**config.mk**
```make
export PLATFORM = sky130hd
export DESIGN_NAME = axis_uart_tx_fifo
export DESIGN_NICKNAME = d
export VERILOG_FILES = /design/src/rtl/axis_uart_tx_fifo.sv
export SDC_FILE = /design/constraint.sdc
export NUM_CORES = 1
export LEC_CHECK = 0
export CORE_UTILIZATION = 60
export DETAILED_ROUTE_END_ITERATION = 16
export GPL_TIMING_DRIVEN = 0
export PLACE_DENSITY = 0.85
export SLEW_MARGIN = 25
export SYNTH_ARGS = -nofsm -noshare
export SYNTH_HDL_FRONTEND = slang
export SYNTH_SLANG_ARGS = --single-unit
export TNS_END_PERCENT = 50
```
**constraint.sdc**
```tcl
create_clock -name clk -period 3.63 [get_ports clk]
set_input_delay 0.726 -clock clk [delete_from_list [all_inputs] [get_ports clk]]
set_output_delay 0.726 -clock clk [all_outputs]
set_load 0.05 [all_outputs]
```
**src/rtl/axis_uart_tx_fifo.sv**
```systemverilog
// UART transmitter fed by an AXI-Stream slave through a synchronous FIFO.
// Runtime baud divisor, optional parity, 1/2 stop bits, frame/packet completion pulses.
module axis_uart_tx_fifo #(
  parameter int unsigned CLK_RATE   = 50_000_000,
  parameter int unsigned BAUD       = 115200,
  parameter int unsigned WORD_LEN   = 8,
  parameter string       PARITY     = "even",
  parameter int unsigned STOP_BITS  = 1,
  parameter int unsigned FIFO_DEPTH = 16
) (
  input  logic                          clk,
  input  logic                          rst,
  input  logic [WORD_LEN-1:0]           s_axis_tdata,
  input  logic                          s_axis_tvalid,
  input  logic                          s_axis_tlast,
  output logic                          s_axis_tready,
  input  logic [15:0]                   baud_div_in,
  input  logic                          baud_div_load,
  input  logic                          tx_enable,
  output logic                          uart_tx,
  output logic                          tx_busy,
  output logic [$clog2(FIFO_DEPTH):0]   fifo_level,
  output logic                          frame_done,
  output logic                          last_done
);

  localparam int unsigned     AddrW     = $clog2(FIFO_DEPTH);
  localparam logic [15:0]     Div0      = 16'(CLK_RATE / BAUD);
  localparam logic [AddrW:0]  FullLevel = (AddrW + 1)'(FIFO_DEPTH);
  localparam bit              HasParity = (PARITY != "none");
  localparam bit              OddParity = (PARITY == "odd");

  typedef enum logic [2:0] {StIdle, StStart, StData, StParity, StStop} state_e;

  // FIFO storage: {tlast, data}
  logic [WORD_LEN:0] mem [FIFO_DEPTH];
  logic [AddrW:0]    wr_ptr_q, rd_ptr_q;
  logic [WORD_LEN:0] head;
  logic              push, pop, full, empty;

  assign fifo_level    = wr_ptr_q - rd_ptr_q;
  assign full          = (fifo_level == FullLevel);
  assign empty         = (fifo_level == '0);
  assign s_axis_tready = !full;
  assign push          = s_axis_tvalid && !full;
  assign head          = mem[rd_ptr_q[AddrW-1:0]];

  always_ff @(posedge clk) begin
    if (push) mem[wr_ptr_q[AddrW-1:0]] <= {s_axis_tlast, s_axis_tdata};
  end

  always_ff @(posedge clk or posedge rst) begin
    if (rst) begin
      wr_ptr_q <= '0;
      rd_ptr_q <= '0;
    end else begin
      if (push) wr_ptr_q <= wr_ptr_q + 1'b1;
      if (pop)  rd_ptr_q <= rd_ptr_q + 1'b1;
    end
  end

  // Serializer
  state_e              state_q, state_d;
  logic [15:0]         baud_cnt_q, baud_cnt_d;
  logic [15:0]         div_q, div_d;
  logic [3:0]          bit_cnt_q, bit_cnt_d;
  logic [WORD_LEN-1:0] shreg_q, shreg_d;
  logic                par_q, par_d;
  logic                last_q, last_d;
  logic                tx_q, tx_d;
  logic                frame_done_q, frame_done_d;
  logic                last_done_q, last_done_d;
  logic                can_pop, bit_end;

  assign can_pop = !empty && tx_enable;
  assign bit_end = (baud_cnt_q == div_q - 16'd1);

  always_comb begin
    state_d      = state_q;
    baud_cnt_d   = bit_end ? '0 : baud_cnt_q + 16'd1;
    bit_cnt_d    = bit_cnt_q;
    shreg_d      = shreg_q;
    par_d        = par_q;
    last_d       = last_q;
    tx_d         = tx_q;
    frame_done_d = 1'b0;
    last_done_d  = 1'b0;
    pop          = 1'b0;
    div_d        = div_q;

    if (baud_div_load && state_q == StIdle) begin
      div_d = (baud_div_in < 16'd2) ? 16'd2 : baud_div_in;
    end

    unique case (state_q)
      StIdle: begin
        baud_cnt_d = '0;
        pop        = can_pop;
      end
      StStart: begin
        if (bit_end) begin
          state_d   = StData;
          tx_d      = shreg_q[0];
          bit_cnt_d = '0;
        end
      end
      StData: begin
        if (bit_end) begin
          if (bit_cnt_q == 4'(WORD_LEN - 1)) begin
            bit_cnt_d = '0;
            if (HasParity) begin
              state_d = StParity;
              tx_d    = par_q;
            end else begin
              state_d = StStop;
              tx_d    = 1'b1;
            end
          end else begin
            bit_cnt_d = bit_cnt_q + 4'd1;
            shreg_d   = shreg_q >> 1;
            tx_d      = shreg_q[1];
          end
        end
      end
      StParity: begin
        if (bit_end) begin
          state_d   = StStop;
          tx_d      = 1'b1;
          bit_cnt_d = '0;
        end
      end
      StStop: begin
        if (bit_end) begin
          if (bit_cnt_q == 4'(STOP_BITS - 1)) begin
            frame_done_d = 1'b1;
            last_done_d  = last_q;
            // Chain straight into the next START when work is waiting
            pop          = can_pop;
            if (!can_pop) state_d = StIdle;
          end else begin
            bit_cnt_d = bit_cnt_q + 4'd1;
          end
        end
      end
      default: state_d = StIdle;
    endcase

    if (pop) begin
      state_d    = StStart;
      tx_d       = 1'b0;
      baud_cnt_d = '0;
      bit_cnt_d  = '0;
      shreg_d    = head[WORD_LEN-1:0];
      last_d     = head[WORD_LEN];
      par_d      = (^head[WORD_LEN-1:0]) ^ OddParity;
    end
  end

  always_ff @(posedge clk or posedge rst) begin
    if (rst) begin
      state_q      <= StIdle;
      baud_cnt_q   <= '0;
      div_q        <= Div0;
      bit_cnt_q    <= '0;
      shreg_q      <= '0;
      par_q        <= 1'b0;
      last_q       <= 1'b0;
      tx_q         <= 1'b1;
      frame_done_q <= 1'b0;
      last_done_q  <= 1'b0;
    end else begin
      state_q      <= state_d;
      baud_cnt_q   <= baud_cnt_d;
      div_q        <= div_d;
      bit_cnt_q    <= bit_cnt_d;
      shreg_q      <= shreg_d;
      par_q        <= par_d;
      last_q       <= last_d;
      tx_q         <= tx_d;
      frame_done_q <= frame_done_d;
      last_done_q  <= last_done_d;
    end
  end

  assign uart_tx    = tx_q;
  assign tx_busy    = (state_q != StIdle);
  assign frame_done = frame_done_q;
  assign last_done  = last_done_q;

endmodule
```
# Word-level counts from Yosys, hierarchy flattened
# Memory sizes are Yosys's and may differ from the RTL's.
# Cells that the tools add are included.
# W data, S select, Z words.
word_totals:
  ff_bits: 62
  mem_bits_rw: 144
  output_inout_bits: 10
  memories: 1
memory_table:
  columns: ["name", "depth", "word_bits", "rd", "rd_ports_with_merged_regs", "wr", "line_no", "text"]
  rows:
  - ["mem", 16, 9, 1, 0, 1, "36", "logic [WORD_LEN:0] mem [FIFO_DEPTH];"]
op_classes:
  n_addsub: 6
  n_lt_le_gt_ge: 1
  n_eq_ne: 18
  n_mux: 41
  n_reduce_logical: 19
ops:
  columns: ["cell", "count"]
  rows:
  - ["$mux W16", 4]
  - ["$mux W8", 4]
  - ["$mux W3", 8]
  - ["$mux W4", 6]
  - ["$ne A3 B3 Y1 const B", 8]
  - ["$add A16 B1 Y16 const B", 1]
  - ["$eq A16 B16 Y1", 1]
  - ["$lt A16 B2 Y1 const B", 1]
  - ["$sub A16 B1 Y16 const B", 1]
  - ["$mux W1", 15]
  - ["$pmux W3 S5", 1]
  - ["$pmux W4 S3", 1]
  - ["$add A5 B1 Y5 const B", 2]
  - ["$reduce_and A8 Y1", 1]
  - ["$reduce_bool A4 Y1", 2]
  - ["$reduce_xor A8 Y1", 1]
  - ["$eq A3 B2 Y1 const B", 2]
  - ["$eq A5 B5 Y1 const B", 1]
  - ["$logic_not A5 Y1", 1]
  - ["$reduce_and A5 Y1", 1]
  - ["$sub A5 B5 Y5", 1]
  - ["$add A4 B1 Y4 const B", 1]
  - ["$eq A4 B3 Y1 const B", 1]
  - ["$logic_not A4 Y1", 1]
  - ["14 further kinds", 19]

# Longest topological paths before layout
# Gate-level depths: netlist (run 1).
depth:
  ltp_word: 9
  mapped_depth: 12
  depth_no_buf: 11

# Worst setup path before layout (run 1)
# Ideal clock, no wire load.
synth_timing:
  path_type: "register -> register"
  startpoint: "reg wr_ptr_q[0]"
  endpoint: "mem mem[5][0] (netlist name) (enable)"
  setup_ns: 0.389
  arrival_time_ns: 3.559
  slack_ns: -0.318
  stages_incl_launch_ff: 11
  n_path_buf: 0
  period_less_slack_ns: 3.948
  path_cell_list: "dfrtp_1 inv_1 ha_1 inv_1 fa_1 xor2_1 or3_1 inv_1 a31oi_1 nand2_1 nor3b_1"
synth_via:
  elab_chain_cells: 6
synth_lines:
  columns: ["item", "line_no", "text"]
  rows:
  - ["from (decl)", "37", "logic [AddrW:0] wr_ptr_q, rd_ptr_q;"]
  - ["from (signal assigned)", "57", "if (push) wr_ptr_q <= wr_ptr_q + 1'b1;"]
  - ["$sub A5 B5 Y5", "41", "assign fifo_level = wr_ptr_q - rd_ptr_q;"]
  - ["net fifo_level[2]", "22", "output logic [$clog2(FIFO_DEPTH):0] fifo_level,"]
  - ["$eq A5 B5 Y1", "42", "assign full = (fifo_level == FullLevel);"]
  - ["$logic_not A1 Y1", "45", "assign push = s_axis_tvalid && !full;"]
  - ["$logic_and A1 B1 Y1", "45", null]
  - ["$mux W1", "49", "if (push) mem[wr_ptr_q[AddrW-1:0]] <= {s_axis_tlast, s_axis_tdata};"]
  - ["$mux W1 (implied by the code)", "49", null]
  - ["to (decl)", "36", null]
# The timed path passes the listed nets, and every way through them passes these cells.

# Worst setup path in the final report (run 1)
layout_timing:
  startpoint: "reg wr_ptr_q[0]"
  endpoint: "out fifo_level[4]"
layout_via:
  elab_chain_cells: 1
layout_lines:
  columns: ["item", "line_no"]
  rows:
  - ["$sub A5 B5 Y5", "41"]
  - ["to (decl)", "22"]
# Every way passes these cells.

==> impl_metrics.tcl, run 1 <==
set metrics [dict create \
    maxCapViolations 0 \
    placementRows 45 \
    io_buffers 39 \
    antenna_found_initial 0 \
    synth-async-reset-ratio_pct 30.1 \
    slowest_delay_ns 0.44 \
    fin_cells 932 \
    synth_top_family_by_area "multiplexers" \
    synth_ff_type "edfxtp_1" \
    p_sw_share_pct 35.2 \
    timing.final.crit_share_pct 97.9 \
    ios 40 \
    syn_area_per_cell_sq_um 14.7 \
    wl_per_cell_um 21.9 \
    cts_buffers 21 \
    grt_max_degree 42 \
    synth_top_cell_area_share_pct 45.8 \
    ys_seq_area_share_pct 62.3 \
    clock_skew_ns 0.0156 \
    fin_nets 751 \
    initial_core_util_pct 61.9 \
    yosys.area_share.simple_pct 10.5 \
    slowest_stage "clkdlybuf4s15_2" \
    drtIter0Drc 588 \
    crit_type "register to output port" \
    via_count 5795 \
    synth_compound_area_share_pct 5.87 \
    crit_chain "inv_1 > ha_1 > inv_1 > fa_1 > a21o_1 > a21oi_1 > xnor2_1 > clkdlybuf4s15_2" \
    syn_area_sq_um 9440 \
    gp_congestion 0.837 \
    drc 0 \
    grt_first_pass_wirelength_mm 32.4 \
    required_ns 2.90 \
    cts.sinks 206 \
    synth_cell_type_count 74 \
    power.density_nw_per_um2 790 \
    coreArea_sq_um 15300 \
    p_sw_w 0.00302 \
    clk_pin_slew_ns 0.06 \
    final.min_clock_period_ns 3.56 \
    clockPowerShare_pct 24.3 \
    outcome "complete, no violations" \
    synthMuxAreaShare_pct 12.4 \
    synth_top_area_cell "edfxtp_1" \
    cts_root_buf "clkbuf_16" \
    hold_viol 0 \
    crit_path_end_kind "output port" \
    start_kind "register" \
    cts_tree "yes" \
    grt_usage_pct 26.5 \
    path_delay_family "buffers and inverters" \
    cts_buffer_depth 3 \
    setup_viol 0 \
    p_int_w 0.00556 \
    setup_tns_ns 0 \
    drt-total-wl_mm 20.4 \
    ys.warnings.count 0 \
    finish.utilization_pct 71.2 \
    path_max_fanout 4 \
    syn_nets 684 \
    synthAdderAreaFrac_pct 1.94 \
    diodes 0 \
    htree_levels 1 \
    insertion_delay_ns 0.50 \
    synthesis.instances 640 \
    p_leak_nw 3.94 \
    power_frac_comb_pct 37.0 \
    die_width_um 127 \
    cpMostUsedCell "inv_1" \
    grt_pass1_vias 6123 \
    finalMaxSlewViolations 0 \
    via_per_inst 6.22 \
    synth_edf_count 144 \
    area_growth_pct 15.0 \
    ys_ff_latch 206 \
    drive_gt1_share_pct 18.2 \
    worst_pin_slew_ns 1.07 \
    fmax_mhz 281 \
    synth_area_leaders "edfxtp_1, dfrtp_1, mux4_2" \
    drtPass1Iterations 5 \
    peakVddDrop_mv 0.663 \
    critPathArrivalTime_ns 2.83 \
    synthXorXnorAreaFrac_pct 4.73 \
    hp-class "register to register" \
    crit_buf_inv 3 \
    dieArea_sq_um 16200 \
    die_y_um 127 \
    relSlewSlack_pct 28.4 \
    ant_nets 0 \
    placed_cells 895 \
    seq_power_share_pct 38.7 \
    ctsHoldBuffers 0 \
    grt_setup_unrepaired "true" \
    grt.overflow.total 0 \
    dpl.hpwl_mm 14.2 \
]
synth_stat cells (3+ instances only):
cell	number
buf_2	9
xnor2_1	34
nor4_1	6
o221ai_1	8
a21o_1	5
inv_1	24
nand3_1	16
dfrtp_1	56
a22oi_1	8
nor2_1	31
o31ai_1	4
a21oi_1	7
ha_1	13
mux2_1	3
or4_1	3
nand3b_1	3
clkbuf_1	9
edfxtp_1	144
nor3b_1	5
nand2b_1	7
o21ai_0	9
mux2_2	14
nor2b_1	4
nand4_1	4
nor3_1	8
and3_1	10
and2_1	16
nand2_1	38
xor2_1	17
or3_1	4
a31oi_1	3
mux4_2	29
mux2i_1	33
o21a_1	3
dfstp_2	6
through the flow:
stage / hold slack [ns] / power [W] / instance area (sq um) / worst slack (ns)
after global placement: 0.467 / 0.00627 / 10100 / -0.545
after floorplan: 0.449 / 0.00559 / 9450 / -0.129
after CTS: 0.485 / 0.00858 / 10800 / 0.0142
after detailed placement: 0.474 / 0.00647 / 10200 / -0.0289
after global routing: 0.508 / 0.00897 / 10900 / -0.0719
final: 0.479 / 0.00857 / 10900 / 0.0745
flip-flops by register name, summed over array words and instances, names as in the netlist:
name,cells
mem,144
shreg_q,8
state_q,3
last_q,1
wr_ptr_q,5
bit_cnt_q,4
uart_tx,1
baud_cnt_q,16
par_q,1
rd_ptr_q,5
last_done,1
div_q,16
frame_done,1
final timing paths:
path	from	endpoint	slack, ns	depth (start not counted)
max	wr_ptr_q[0]$_DFFE_PP0P_	fifo_level[4]	0.07	8
min	last_q$_DFFE_PP0N_	last_done$_DFF_PP0_	0.48	1
max reg2reg	wr_ptr_q[0]$_DFFE_PP0P_	mem[12][6]$_DFFE_PP_	0.23	10
min reg2reg	last_q$_DFFE_PP0N_	last_done$_DFF_PP0_	0.48	1
min in group asynchronous	rst	bit_cnt_q[2]$_DFFE_PP0P_	0.54	2
max in group asynchronous	rst	baud_cnt_q[12]$_DFF_PP0_	2.58	3
layout make-up:
cell class,instances,area (sq um)
plain buffers,22,115
clock buffers,29,559
clock inverters,8,96.3
fillers,969,4400
inverters,25,96.3
multi-input cells,387,3400
flip-flops and latches,206,5880
well taps,211,264
repair buffers,44,439
kinds of logic (layout without fill, tap and decap cells):
group / Yosys count / in the layout
flip-flops: 206 / 206
AO/OA/AOI/OAI: 70 / 70
XOR/XNOR: 51 / 51
adder cells (fa/ha/maj): 14 / 14
buffers and inverters: 47 / 128
multiplexers: 79 / 79
AND/OR/NAND/NOR: 173 / 173
placed cells by master, fill, tap and decap left out, types with 21 or more instances in the layout:
cell type / Yosys / routed
dfrtp_1: 56 / 56
inv_1: 24 / 23
nand2_1: 38 / 37
clkdlybuf4s50_1: 0 / 36
clkbuf_16: 0 / 21
nor2_1: 31 / 31
edfxtp_1: 144 / 144
mux4_2: 29 / 29
xnor2_1: 34 / 34
mux2i_1: 33 / 33
what timing repair did:
item                       CTS  global route
resized for setup            7            13
setup endpoints to repair   82            76
buffers inserted             0             0
layer usage:
metal | share of wire [%] | track usage (%) | vias up
met5 | 0 | 0 | -
met4 | 3.1 | 9.24 | 0
met3 | 6.2 | 3.73 | 67
met2 | 49 | 44.3 | 258
met1 | 42 | 36.0 | 2895
li1 | - | - | 2575
power by group through the flow:
stage,clock [W],combinational [W],sequential (W)
6_report,0.00208,0.00318,0.00332
5_1_grt,0.00219,0.00342,0.00336
4_1_cts,0.00211,0.00316,0.00331
3_5_place_dp,0,0.00312,0.00336
3_3_place_gp,0,0.00296,0.00331
2_1_floorplan,0,0.00233,0.00326
(Power assumes the default switching activity.)
==> run 2, diff against run 1 <==
- CORE_MARGIN: unset -> 5
- MAX_ROUTING_LAYER: unset -> met4
- RECOVER_POWER: unset -> 50
==> run 2 against run 1 <==
Net effect:
- first-iteration DRC count fell by 5.3%
- largest cell class unchanged
- flip-flop and latch count did not move
- core utilization fell by 0.44 points
- routed wire length rose by 3.9%
- clock skew fell by 0.0042 ns
- fmax rose by 2.7%
==> impl_metrics.tcl, run 2 (synthesis gave the netlist of run 1 again) <==
set metrics [dict create \
    outcome "complete, no violations" \
    finalMaxSlewViolations 0 \
    cpMostUsedCell "inv_1" \
    grtUsageMet3_pct 3.75 \
    slowest_delay_ns 0.42 \
    placementRows 45 \
    drt-total-wl_mm 21.2 \
    ant_nets 0 \
    path_max_fanout 4 \
    coreArea_sq_um 15300 \
    hp-class "register to register" \
    crit_path_end_kind "output port" \
    grt_max_degree 59 \
    cts_tree "yes" \
    largest_register_ffs 144 \
    p_leak_nw 3.92 \
    area_growth_pct 14.7 \
    cts_buffers 21 \
    place_ws_ns -0.0752 \
    drc 0 \
    min_from "last_q$_DFFE_PP0N_" \
    r2r_start "wr_ptr_q[0]$_DFFE_PP0P_" \
    fin_nets 752 \
    power.density_nw_per_um2 789 \
    use_met1_pct 32.7 \
    crit_path_start "wr_ptr_q[0]$_DFFE_PP0P_" \
    drive_gt1_share_pct 17.9 \
    grt_usage_pct 24.7 \
    required_ns 2.90 \
    top_usage_layer "met2" \
    die_y_um 135 \
    die_width_um 135 \
    wl_per_cell_um 22.7 \
    critPathArrivalTime_ns 2.74 \
    drtIter0Drc 557 \
    fin_ws_ns 0.168 \
    hold_viol 0 \
    start_kind "register" \
    insertion_delay_ns 0.50 \
    ios 40 \
    crit_chain "inv_1 > ha_1 > inv_1 > fa_1 > a21o_1 > a21oi_1 > xnor2_2 > nand3_1 > buf_2" \
    grt.overflow.total 0 \
    setup_tns_ns 0 \
    htree_levels 1 \
    dieArea_sq_um 18300 \
    setup_viol 0 \
    slowest_stage "dfrtp_1" \
    dpl.hpwl_mm 14.5 \
    cts_root_buf "clkbuf_16" \
    timing.final.crit_share_pct 95.4 \
    most-common-layout-cells "edfxtp_1, dfrtp_1, nand2_1, mux2i_1, xnor2_1" \
    initial_core_util_pct 61.6 \
    via_count 5835 \
    cts.sinks 206 \
    worst_pin_slew_ns 1.44 \
    final_common_cell "edfxtp_1" \
    maxCapViolations 0 \
    fin_area_sq_um 10800 \
    drtPass1Iterations 5 \
    grt_pass1_vias 6078 \
    peakVddDrop_mv 0.536 \
    io_buffers 39 \
    clk_pin_slew_ns 0.06 \
    relSlewSlack_pct 3.88 \
    crit_type "register to output port" \
    num-fill-cells 951 \
    antenna_found_initial 1 \
    gp_congestion 0.869 \
    grt.met2_usage_pct 40.5 \
    postPlaceCellArea_sq_um 10200 \
    grt_first_pass_wirelength_mm 33.9 \
    clock_skew_ns 0.0114 \
    via_per_inst 6.25 \
    fmax_mhz 289 \
    hold_ws_ns 0.490 \
    final.min_clock_period_ns 3.46 \
    cts_buffer_depth 3 \
]
[run 2: cell count changes in the layout (fill, tap and decap cells not counted), moves of 2 or more]
cell	delta
clkdlybuf4s50_1	-12
dlygate4sd3_1	+12
clkbuf_1	-4
clkinv_1	+4
and2_1	+3
and2_2	-3
buf_2	+2
clkbuf_4	-2
clkinvlp_4	+2
[run 2: final timing paths]
kind,end,slack [ns],cells past startpoint
max in group asynchronous,div_q[2]$_DFFE_PP0P_,1.43,3
worst min-delay path,last_done$_DFF_PP0_,0.49,1
min in group asynchronous,wr_ptr_q[2]$_DFFE_PP0P_,0.58,2
worst min register to register,last_done$_DFF_PP0_,0.49,1
worst max register to register,mem[15][6]$_DFFE_PP_,0.25,10
worst max-delay path,s_axis_tready,0.17,9
[run 2: cell type report]
type                    count  area (sq um)  share of cell area [%]
flip-flops and latches    206          5880                    54.3
plain buffers              22           113                    1.04
diodes                      1          2.50                  0.0231
repair buffers             45           422                    3.89
inverters                  25          95.1                   0.878
multi-input cells         387          3410                    31.5
clock inverters            13           100                   0.924
well taps                 211           264                    2.44
clock buffers              24           537                    4.96
[run 2: critical path: cells and delay by family (launching register included)]
family	cells	cell delay, ns
DFF	1	0.42
buffers and inverters	3	0.45
adders and majority gates	2	0.59
xor gates and xnor gates	1	0.21
AOI/OAI and AO/OA	2	0.43
and+or+nand+nor	1	0.12
[run 2: repair_timing]
item                                   4_1_cts  5_1_grt
gates cloned                                 0        0
pin swaps                                    0        0
setup endpoints to repair                   89      101
setup buffers                                0        1
endpoints found under the hold margin        0        0
resized for setup                            8       10
hold buffers                                 0        0
[run 2: power by group]
part	switching (W)	internal, W
logic	0.00187	0.00135
clock network	0.000881	0.00114
registers	0.000346	0.00297
total	0.00309	0.00546
[run 2: metal layers]
layer | part of all wire, % | wire (um) | up-vias
met5 | 0 | 0 | -
met4 | 2.4 | 514 | 0
met3 | 7.5 | 1580 | 46
met2 | 51 | 10700 | 288
met1 | 39 | 8360 | 2929
li1 | - | - | 2572
[run 2: stage by stage]
stage	utilization, %	cells	total power (W)
after floorplan	-	640	0.00559
after global placement	65.9	890	0.00626
after detailed placement	66.5	895	0.00651
after CTS	70.7	932	0.00854
after global routing	70.7	934	0.00897
final	70.7	934	0.00855
